===== config.mk =====
export PLATFORM = sky130hd
export DESIGN_NAME = tick_gen_multi_flat
export DESIGN_NICKNAME = d
export VERILOG_FILES = /design/src/rtl/tick_gen_pkg.sv /design/src/rtl/tick_gen_multi_if.sv /design/src/rtl/tick_gen_chan.sv /design/src/rtl/tick_gen_multi.sv /design/src/flat_wrapper.sv
export SDC_FILE = /design/constraint.sdc
export NUM_CORES = 1
export LEC_CHECK = 0
export ABC_AREA = 1
export BUFFER_PORTS_ARGS = -buffer_cell sky130_fd_sc_hd__buf_4
export CORE_UTILIZATION = 57
export DETAILED_ROUTE_END_ITERATION = 6
export GPL_ROUTABILITY_DRIVEN = 0
export MAX_ROUTING_LAYER = met4
export PLACE_DENSITY = 0.77
export SLEW_MARGIN = 20
export SYNTH_ARGS = -nofsm -noshare
export SYNTH_HDL_FRONTEND = slang
export SYNTH_SLANG_ARGS = --single-unit
export TNS_END_PERCENT = 10

===== constraint.sdc =====
create_clock -name clk -period 3 [get_ports clk]
set_input_delay 0.45 -clock clk [delete_from_list [all_inputs] [get_ports clk]]
set_output_delay 0.45 -clock clk [all_outputs]
set_load 0.01 [all_outputs]

===== src/rtl/tick_gen_pkg.sv =====
// Shared definitions for the multi-channel tick generator.
package tick_gen_pkg;

  localparam int TG_MAX_NCH = 16;
  localparam int TG_MIN_DIV = 2;

  // Effective divisor: 0 and 1 both mean "tick every enabled cycle".
  function automatic logic [31:0] tg_eff_div(input logic [31:0] div);
    logic [31:0] d_s;
    if (div < 32'(TG_MIN_DIV)) begin
      d_s = 32'd1;
    end else begin
      d_s = div;
    end
    return d_s;
  endfunction

endpackage


===== src/rtl/tick_gen_multi_if.sv =====
// Control/status bundle of the tick generator: enables, divisor loading, ticks.
interface tick_gen_multi_if #(
  parameter int NCH = 4,
  parameter int W   = 16
);
  logic [NCH-1:0] en;
  logic           sync_clr;
  logic [NCH-1:0] div_load;
  logic [W-1:0]   div_value;
  logic [NCH-1:0] tick;
  logic [NCH-1:0] pend;

  modport master (
    output en, sync_clr, div_load, div_value,
    input  tick, pend
  );

  modport slave (
    input  en, sync_clr, div_load, div_value,
    output tick, pend
  );
endinterface


===== src/rtl/tick_gen_chan.sv =====
// One tick channel: period counter, active/pending divisor and registered tick.
module tick_gen_chan
  import tick_gen_pkg::*;
#(
  parameter int W       = 16,
  parameter int DEF_DIV = 1000
) (
  input  logic         clk,
  input  logic         rst_,
  input  logic         en,
  input  logic         sync_clr,
  input  logic         div_load,
  input  logic [W-1:0] div_value,
  output logic         tick,
  output logic         pend
);

  localparam logic [W-1:0] ONE = W'(1);
  localparam logic [W-1:0] DEF = W'(DEF_DIV);

  logic [W-1:0] cnt_r, cnt_s;
  logic [W-1:0] div_act_r, div_act_s;
  logic [W-1:0] div_pend_r, div_pend_s;
  logic         pend_r, pend_s;
  logic         tick_r, tick_s;
  logic [W-1:0] deff_s;
  logic         wrap_s;

  // Period end detection; >= also covers an out-of-range count as a wrap.
  always_comb begin
    deff_s = W'(tg_eff_div(32'(div_act_r)));
    wrap_s = (cnt_r >= (deff_s - ONE));
  end

  // Next-state: clear / count / freeze, divisor hand-over, then capture a new load.
  always_comb begin
    cnt_s      = cnt_r;
    div_act_s  = div_act_r;
    div_pend_s = div_pend_r;
    pend_s     = pend_r;
    tick_s     = 1'b0;
    if (sync_clr) begin
      cnt_s = '0;
      if (pend_r) begin
        div_act_s = div_pend_r;
        pend_s    = 1'b0;
      end else begin
        div_act_s = div_act_r;
      end
    end else if (en) begin
      if (wrap_s) begin
        cnt_s  = '0;
        tick_s = 1'b1;
        // The completing period already used the old divisor.
        if (pend_r) begin
          div_act_s = div_pend_r;
          pend_s    = 1'b0;
        end else begin
          div_act_s = div_act_r;
        end
      end else begin
        cnt_s = cnt_r + ONE;
      end
    end else begin
      // A frozen channel has no phase to protect, so update at once.
      if (pend_r) begin
        div_act_s = div_pend_r;
        pend_s    = 1'b0;
      end else begin
        div_act_s = div_act_r;
      end
    end
    // A load on the same edge as a hand-over stays pending for the next one.
    if (div_load) begin
      div_pend_s = div_value;
      pend_s     = 1'b1;
    end else begin
      div_pend_s = div_pend_s;
    end
  end

  // Channel state registers with asynchronous reset to the default divisor.
  always_ff @(posedge clk or negedge rst_) begin
    if (!rst_) begin
      cnt_r      <= '0;
      div_act_r  <= DEF;
      div_pend_r <= DEF;
      pend_r     <= 1'b0;
      tick_r     <= 1'b0;
    end else begin
      cnt_r      <= cnt_s;
      div_act_r  <= div_act_s;
      div_pend_r <= div_pend_s;
      pend_r     <= pend_s;
      tick_r     <= tick_s;
    end
  end

  assign tick = tick_r;
  assign pend = pend_r;

endmodule


===== src/rtl/tick_gen_multi.sv =====
// Multi-channel programmable tick generator: NCH independent divider channels.
module tick_gen_multi
  import tick_gen_pkg::*;
#(
  parameter int NCH     = 4,
  parameter int W       = 16,
  parameter int DEF_DIV = 1000
) (
  input  logic           clk,
  input  logic           rst_,
  tick_gen_multi_if.slave bus
);

  logic [NCH-1:0] tick_s;
  logic [NCH-1:0] pend_s;

  generate
    for (genvar i = 0; i < NCH; i++) begin : g_chan
      tick_gen_chan #(
        .W       (W),
        .DEF_DIV (DEF_DIV)
      ) u_chan (
        .clk       (clk),
        .rst_      (rst_),
        .en        (bus.en[i]),
        .sync_clr  (bus.sync_clr),
        .div_load  (bus.div_load[i]),
        .div_value (bus.div_value),
        .tick      (tick_s[i]),
        .pend      (pend_s[i])
      );
    end
  endgenerate

  assign bus.tick = tick_s;
  assign bus.pend = pend_s;

endmodule


===== src/flat_wrapper.sv =====
// flat-port wrapper written by rule: the top's interface ports become plain ports
module tick_gen_multi_flat import tick_gen_pkg::*;
#(
  parameter int NCH     = 4,
  parameter int W       = 16,
  parameter int DEF_DIV = 1000
)
  (clk, rst_, bus_en, bus_sync_clr, bus_div_load, bus_div_value, bus_tick, bus_pend);
  tick_gen_multi_if #(.NCH(NCH), .W(W)) bus_i ();
  input  logic clk;
  input  logic rst_;
  input wire logic [$bits(bus_i.en)-1:0] bus_en;
  input wire logic [$bits(bus_i.sync_clr)-1:0] bus_sync_clr;
  input wire logic [$bits(bus_i.div_load)-1:0] bus_div_load;
  input wire logic [$bits(bus_i.div_value)-1:0] bus_div_value;
  output wire logic [$bits(bus_i.tick)-1:0] bus_tick;
  output wire logic [$bits(bus_i.pend)-1:0] bus_pend;
  assign bus_i.en = bus_en;
  assign bus_i.sync_clr = bus_sync_clr;
  assign bus_i.div_load = bus_div_load;
  assign bus_i.div_value = bus_div_value;
  assign bus_tick = bus_i.tick;
  assign bus_pend = bus_i.pend;
  tick_gen_multi #(.NCH(NCH), .W(W), .DEF_DIV(DEF_DIV)) u_core (.clk(clk), .rst_(rst_), .bus(bus_i));
endmodule

**After elaboration in Yosys (flattened, before gate mapping)**

Cells that the tools add are included.

- Register bits: 200
- Bits in latches: 0
- Memory bits (writable): 0
- ROM bits: 0
- Input port bits: 27
- Output and inout bits: 8
- Logic and storage cells: 108
- Memories kept: 0

- Add/subtract/negate cells: 8
- Multiply operators: 0
- Divide/modulo/power cells: 0
- Order comparisons: 8
- Eq/ne operators: 8
- Shift-type cells: 0
- Muxes and demuxes: 60
- Bitwise gates (word level): 0
- Reduce and logical (&&, ||, !) cells: 4

Operators with widths:

| operator | count |
|---|---|
| $mux W16 | 32 |
| $add A16 B1 Y16 const B | 4 |
| $ge A16 B16 Y1 | 4 |
| $lt A16 B2 Y1 const B | 4 |
| $sub A16 B1 Y16 const B | 4 |
| $mux W1 | 28 |
| $ne A4 B1 Y1 const B | 4 |
| $ne A3 B1 Y1 const B | 4 |
| $reduce_bool A2 Y1 | 4 |

**Longest topological paths before layout**

- Depth after elaboration: 8
- Depth in mapped cells: 23
- Depth with buffers taken out: 22

**By module**

A second synthesis with hierarchy kept.

- Cell total of the unflattened synthesis: 1515
- Area, all modules: 11875.1 µm²

Modules (own cells, without submodules):

| module | times used | cells an instance | area an instance (µm²) | seq. area each (µm²) |
|---|---|---|---|---|
| tick_gen_chan (u_core.g_chan[0].u_chan ...) | 2 | 382 | 2990.4 | 1266.2 |
| tick_gen_chan (u_core.g_chan[1].u_chan) | 1 | 376 | 2961.6 | 1266.2 |
| tick_gen_chan (u_core.g_chan[3].u_chan) | 1 | 375 | 2932.8 | 1266.2 |

**Least setup slack after synthesis**

OpenSTA, ideal clock, no wires.

- Path kind: register -> register
- Start point: register u_core.g_chan[1].u_chan.div_act_r[5]
- End point: register u_core.g_chan[1].u_chan.div_act_r[10]
- Setup time: 117 ps
- Arrival: 2824 ps
- Data required time: 2883 ps
- Setup slack: 59 ps
- Cell stages (with the launch flop): 22
- Path buffers: 1
- Clock period less this slack: 2941 ps
- Cell sequence: dfstp_2 nor2_1 nand2_1 nor2_1 a21oi_2 ha_1 nand3_1 nor2_1 nand2_1 inv_1 nand2_1 xnor2_1 inv_1 ha_1 nand4_1 a21oi_1 nor2_2 nand3_4 nand2_4 buf_6 nand2_1 nand2_1

- Word-level cells in the longest chain between the ends: 5

RTL lines:

| what | RTL line | RTL |
|---|---|---|
| start, declared | tick_gen_chan.sv:22 | `logic [W-1:0] div_act_r, div_act_s;` |
| start signal, assigned | tick_gen_chan.sv:92 | `div_act_r <= div_act_s;` |
| $lt A16 B2 Y1 | tick_gen_pkg.sv:10 | `if (div < 32'(TG_MIN_DIV)) begin` |
| $mux W16 * | tick_gen_pkg.sv:10 |  |
| $sub A16 B1 Y16 * | tick_gen_chan.sv:32 | `wrap_s = (cnt_r >= (deff_s - ONE));` |
| $ge A16 B16 Y1 * | tick_gen_chan.sv:32 |  |
| $ne A3 B1 Y1 (no source line) * | - |  |

Mark *: on every way between the ends. The rest lies on a longest branch, timed or not.
A chain may end at the register's enable or synchronous reset.

**Final worst setup path**

- Start point: register u_core.g_chan[3].u_chan.div_act_r[4]
- End point: register u_core.g_chan[3].u_chan.div_act_r[11]

- Word-level cells in the longest chain between the ends: 5

RTL lines:

| what | RTL line |
|---|---|
| start, declared | tick_gen_chan.sv:22 |
| start signal, assigned | tick_gen_chan.sv:92 |
| $lt A16 B2 Y1 | tick_gen_pkg.sv:10 |
| $mux W16 * | tick_gen_pkg.sv:10 |
| $sub A16 B1 Y16 * | tick_gen_chan.sv:32 |
| $ge A16 B16 Y1 * | tick_gen_chan.sv:32 |
| $ne A3 B1 Y1 (no source line) * | - |

Marks and branches as above.

==> summary.txt <==
Finish
  – Most common cell after layout, fill and taps aside: nand2_1
  – Seq. cell area: 5070 sq um
  – Fillcell total: 1630
  – Area of the multi-input gates: 6270 sq um
  – Nets@finish: 1687
  – Final Instance Area: 13700 sq um
  – Layout cell share with drive strength beyond 1: 0.191
  – Final Non-Filler Cells: 1871
  – Most frequent cells in the layout: 519 x nand2_1, 150 x dfrtp_1, 134 x inv_1
  – Diodes inserted: 0
  – Area growth from synthesis to layout: 16.0%

Floorplanning
  – # IOs: 35
  – Row cnt: 52
  – Die height: 146 um
  – Die area: 21300 sq um
  – Initial Util: 0.583
  – Core Region: 20300 sq um
  – Die Width: 146 um

Drt
  – Via count: 9991
  – WL per Instance: 14.5 um
  – Drt pass-1 iters: 5
  – Routed Antenna Nets: 0
  – Initial drt markers: 633
  – # DRC: 0
  – Via/cell ratio: 5.34
  – Final wirelength: 27.2 mm

Power
  – Pwr dens: 519 nW/um^2
  – Max VDD drop: 0.425 mV
  – Tot Pwr: 7.12 mW
  – Leak: 6.72 nW

Yosys
  – Asr flop ratio synth: 1.00
  – Post-synth top area share: 0.321
  – Mapped cell area: 11800 sq um
  – Synth top area cells: dfrtp_1 32%, nand2_1 17%, dfstp_2 11%
  – Yosys cell types: 40
  – Yosys reg bits: 200
  – Top_reg_cell synth: dfrtp_1
  – Gate Count Post-Synth: 1508
  – Post-synth EDFFs: 0
  – Post-Syn Nets: 1607
  – Sequential area share after synthesis: 0.428
  – Mean area per synthesized cell: 7.85 sq um
  – YS warnings: 0
  – Largest area contributor in the netlist: dfrtp_1

STA
  – Setup violators final: 32
  – Worst-Margin Slew: 0.983 ns
  – Fin crit period: 3.19 ns
  – Worst clock skew: 0.00939 ns
  – Fin. Hold Viols: 0
  – Max Slew Vio Count: 0
  – Max_slew headroom: 0.344
  – Fin worst setup slack: -0.192 ns
  – Tcrit/Tclk final: 1.06
  – FMAX: 313 MHz
  – Unrepaired setup endpoints after global routing: true

CTS
  – Total CTS buffers: 17
  – CTS clk-pin slew, worst paths: 0.08 ns
  – Htree depth: 4
  – Worst skew pair latency: 0.44 ns
  – Clock Path Buffers: 2
  – Post-CTS Hold Buffers: 0
  – Clk Tree Root Cell: clkbuf_16
  – Clock sinks: 200
  – CTS tree: yes

Flow run
  – Max-Cap Viols: 0

Global routing
  – Largest net degree at the start of global routing: 78
  – Antenna violations before repair: 0
  – First-pass GRT wire length: 44.8 mm
  – GRT overflow: 0
  – Vias in the first global route: 9455
  – GRT Overall Usage: 0.269

Critical path
  – Slowest stage cell on the critical path: dfrtp_1
  – Crit Path Max Fanout: 6
  – Crit path required time: 3.33 ns
  – Flop2flop setup slack: -0.19 ns
  – FF-to-FF End: u_core.g_chan[3].u_chan.div_act_r[11]
  – Reg-to-Reg Start: u_core.g_chan[3].u_chan.div_act_r[4]
  – CP Capture Type: register
  – FF-to-FF path depth: 20
  – CP endpoint: u_core.g_chan[3].u_chan.div_act_r[11]
  – Nature of the critical path startpoint: register
  – CP Launch Point: u_core.g_chan[3].u_chan.div_act_r[4]
  – Arrival time worst endpoint: 3.52 ns
  – Slowest cell delay on critical path: 0.39 ns
  – Worst-path cell chain: inv_1 > nand2_2 > nor2_2 > nand4_1 > buf_4 > buf_4 > nand3_2 > nor2_2 > xor2_1 > ha_1 > a21oi_1 > nand2_1 > nor2_1 > nand2_2 > nand2_4 > nand3_4 > buf_6 > buf_12 > nand3_1 > nand2_1
  – WS Path Type: register to register

Placement
  – HPWL after DPL: 18.4 mm
  – Cell Area, Placed: 12600 sq um
  – PortBufs: 34
  – DP Cell Count: 1818

Outcome
  – Status: complete, but fails checks
  – Failing checks: setup timing

Hold path
  – Worst min-delay path category: primary input to asynchronous set/reset pin
## worst min-delay path by stage
stage	start	to	slack (ns)
after global routing	rst_	u_core.g_chan[1].u_chan.cnt_r[0]	0.09
after global placement	u_core.g_chan[0].u_chan.div_pend_r[5]	u_core.g_chan[0].u_chan.div_pend_r[5]	0.45
after floorplan	rst_	u_core.g_chan[0].u_chan.cnt_r[0]	0.15
after detailed placement	u_core.g_chan[1].u_chan.div_pend_r[3]	u_core.g_chan[1].u_chan.div_pend_r[3]	0.45
final	rst_	u_core.g_chan[1].u_chan.cnt_r[2]	0.04
after CTS	rst_	u_core.g_chan[1].u_chan.cnt_r[2]	0.06
## layout make-up
type,count,area share
Clock buffer,17,0.0310
Clock inverter,15,0.0114
Inverter,145,0.0397
Multi-Input combinational cell,1119,0.457
Sequential cell,200,0.369
Tap cell,270,0.0246
Timing Repair Buffer,105,0.0673
## cell families after synthesis
kind of cell	count (synthesis)	share of synthesized area
xor+xnor	94	0.0696
fa+ha+maj	72	0.0761
flops	200	0.428
compound gates	111	0.0523
buf+inv	190	0.0699
simple gates	841	0.304
## cells in the mapped netlist, types with 2 or more instances
| cell | count |
|---|---|
| a21oi_1 | 24 |
| o21bai_1 | 5 |
| and2_1 | 2 |
| nor2_4 | 3 |
| o22ai_1 | 25 |
| nand4_1 | 28 |
| nand2_2 | 7 |
| nand2_4 | 4 |
| nor4_1 | 2 |
| or2_2 | 3 |
| nand3_4 | 4 |
| nor2_2 | 20 |
| o21ai_2 | 2 |
| o21ai_0 | 33 |
| inv_1 | 140 |
| nand3_1 | 98 |
| dfstp_2 | 48 |
| nand3_2 | 2 |
| dfrtp_1 | 152 |
| buf_1 | 4 |
| xor2_1 | 70 |
| buf_4 | 18 |
| o21ai_1 | 17 |
| buf_6 | 6 |
| nor3_1 | 16 |
| clkinv_1 | 4 |
| ha_1 | 72 |
| a21boi_0 | 3 |
| clkbuf_1 | 16 |
| xnor2_1 | 24 |
| nand2_1 | 537 |
| nor2_1 | 110 |
| nor3_2 | 2 |
## power by group
group | internal, mW | total (mW) | switching [mW] | leakage, nW
clock | 1.11 | 2.28 | 1.16 | 0.283
combinational | 0.689 | 1.67 | 0.982 | 3.96
sequential | 2.97 | 3.18 | 0.202 | 2.48
total | 4.78 | 7.12 | 2.35 | 6.72
## stage by stage
stage                     hold slack (ns)  utilization  TNS, ns  setup slack (ns)
final                              0.0368        0.676    -3.56            -0.192
after global routing               0.0901        0.676   -18.28            -0.281
after CTS                          0.0635        0.664   -0.380           -0.0295
after detailed placement            0.454        0.621    -1.52           -0.0640
after global placement              0.452        0.621  -0.0174           -0.0145
after floorplan                     0.154            -        0            0.0590
## registers in the layout, indices dropped and copies added (netlist names)
register / cells
u_core.g_chan.u_chan.div_act_r: 64
u_core.g_chan.u_chan.div_pend_r: 64
u_core.g_chan.u_chan.tick: 4
u_core.g_chan.u_chan.cnt_r: 64
u_core.g_chan.u_chan.pend: 4
## repair_timing
item | CTS | global route
setup endpoints to repair | 88 | 136
gates resized for setup | 31 | 81
buffers inserted | 15 | 6
pin swaps | 15 | 27
gates cloned | 2 | 1
## worst max-delay path, delay by kind of cell, from the launching register on
kind                     cells  cell delay, ns
AND/OR/NAND/NOR             12            1.24
buffers and inverters        5            0.74
flip-flops                   1            0.39
AO/OA/AOI/OAI                1            0.18
XOR/XNOR                     1            0.23
adder cells (fa/ha/maj)      1            0.30
## metal layers
metal  GRT usage  part of all wire  vias to the layer above
met2       0.444              0.50                      252
met5           -                 0                        -
met3      0.0491             0.050                       61
met4      0.0901             0.026                        0
met1       0.334              0.43                     4721
li1            -                 -                     4957
Power figures use the tool's default switching activity.
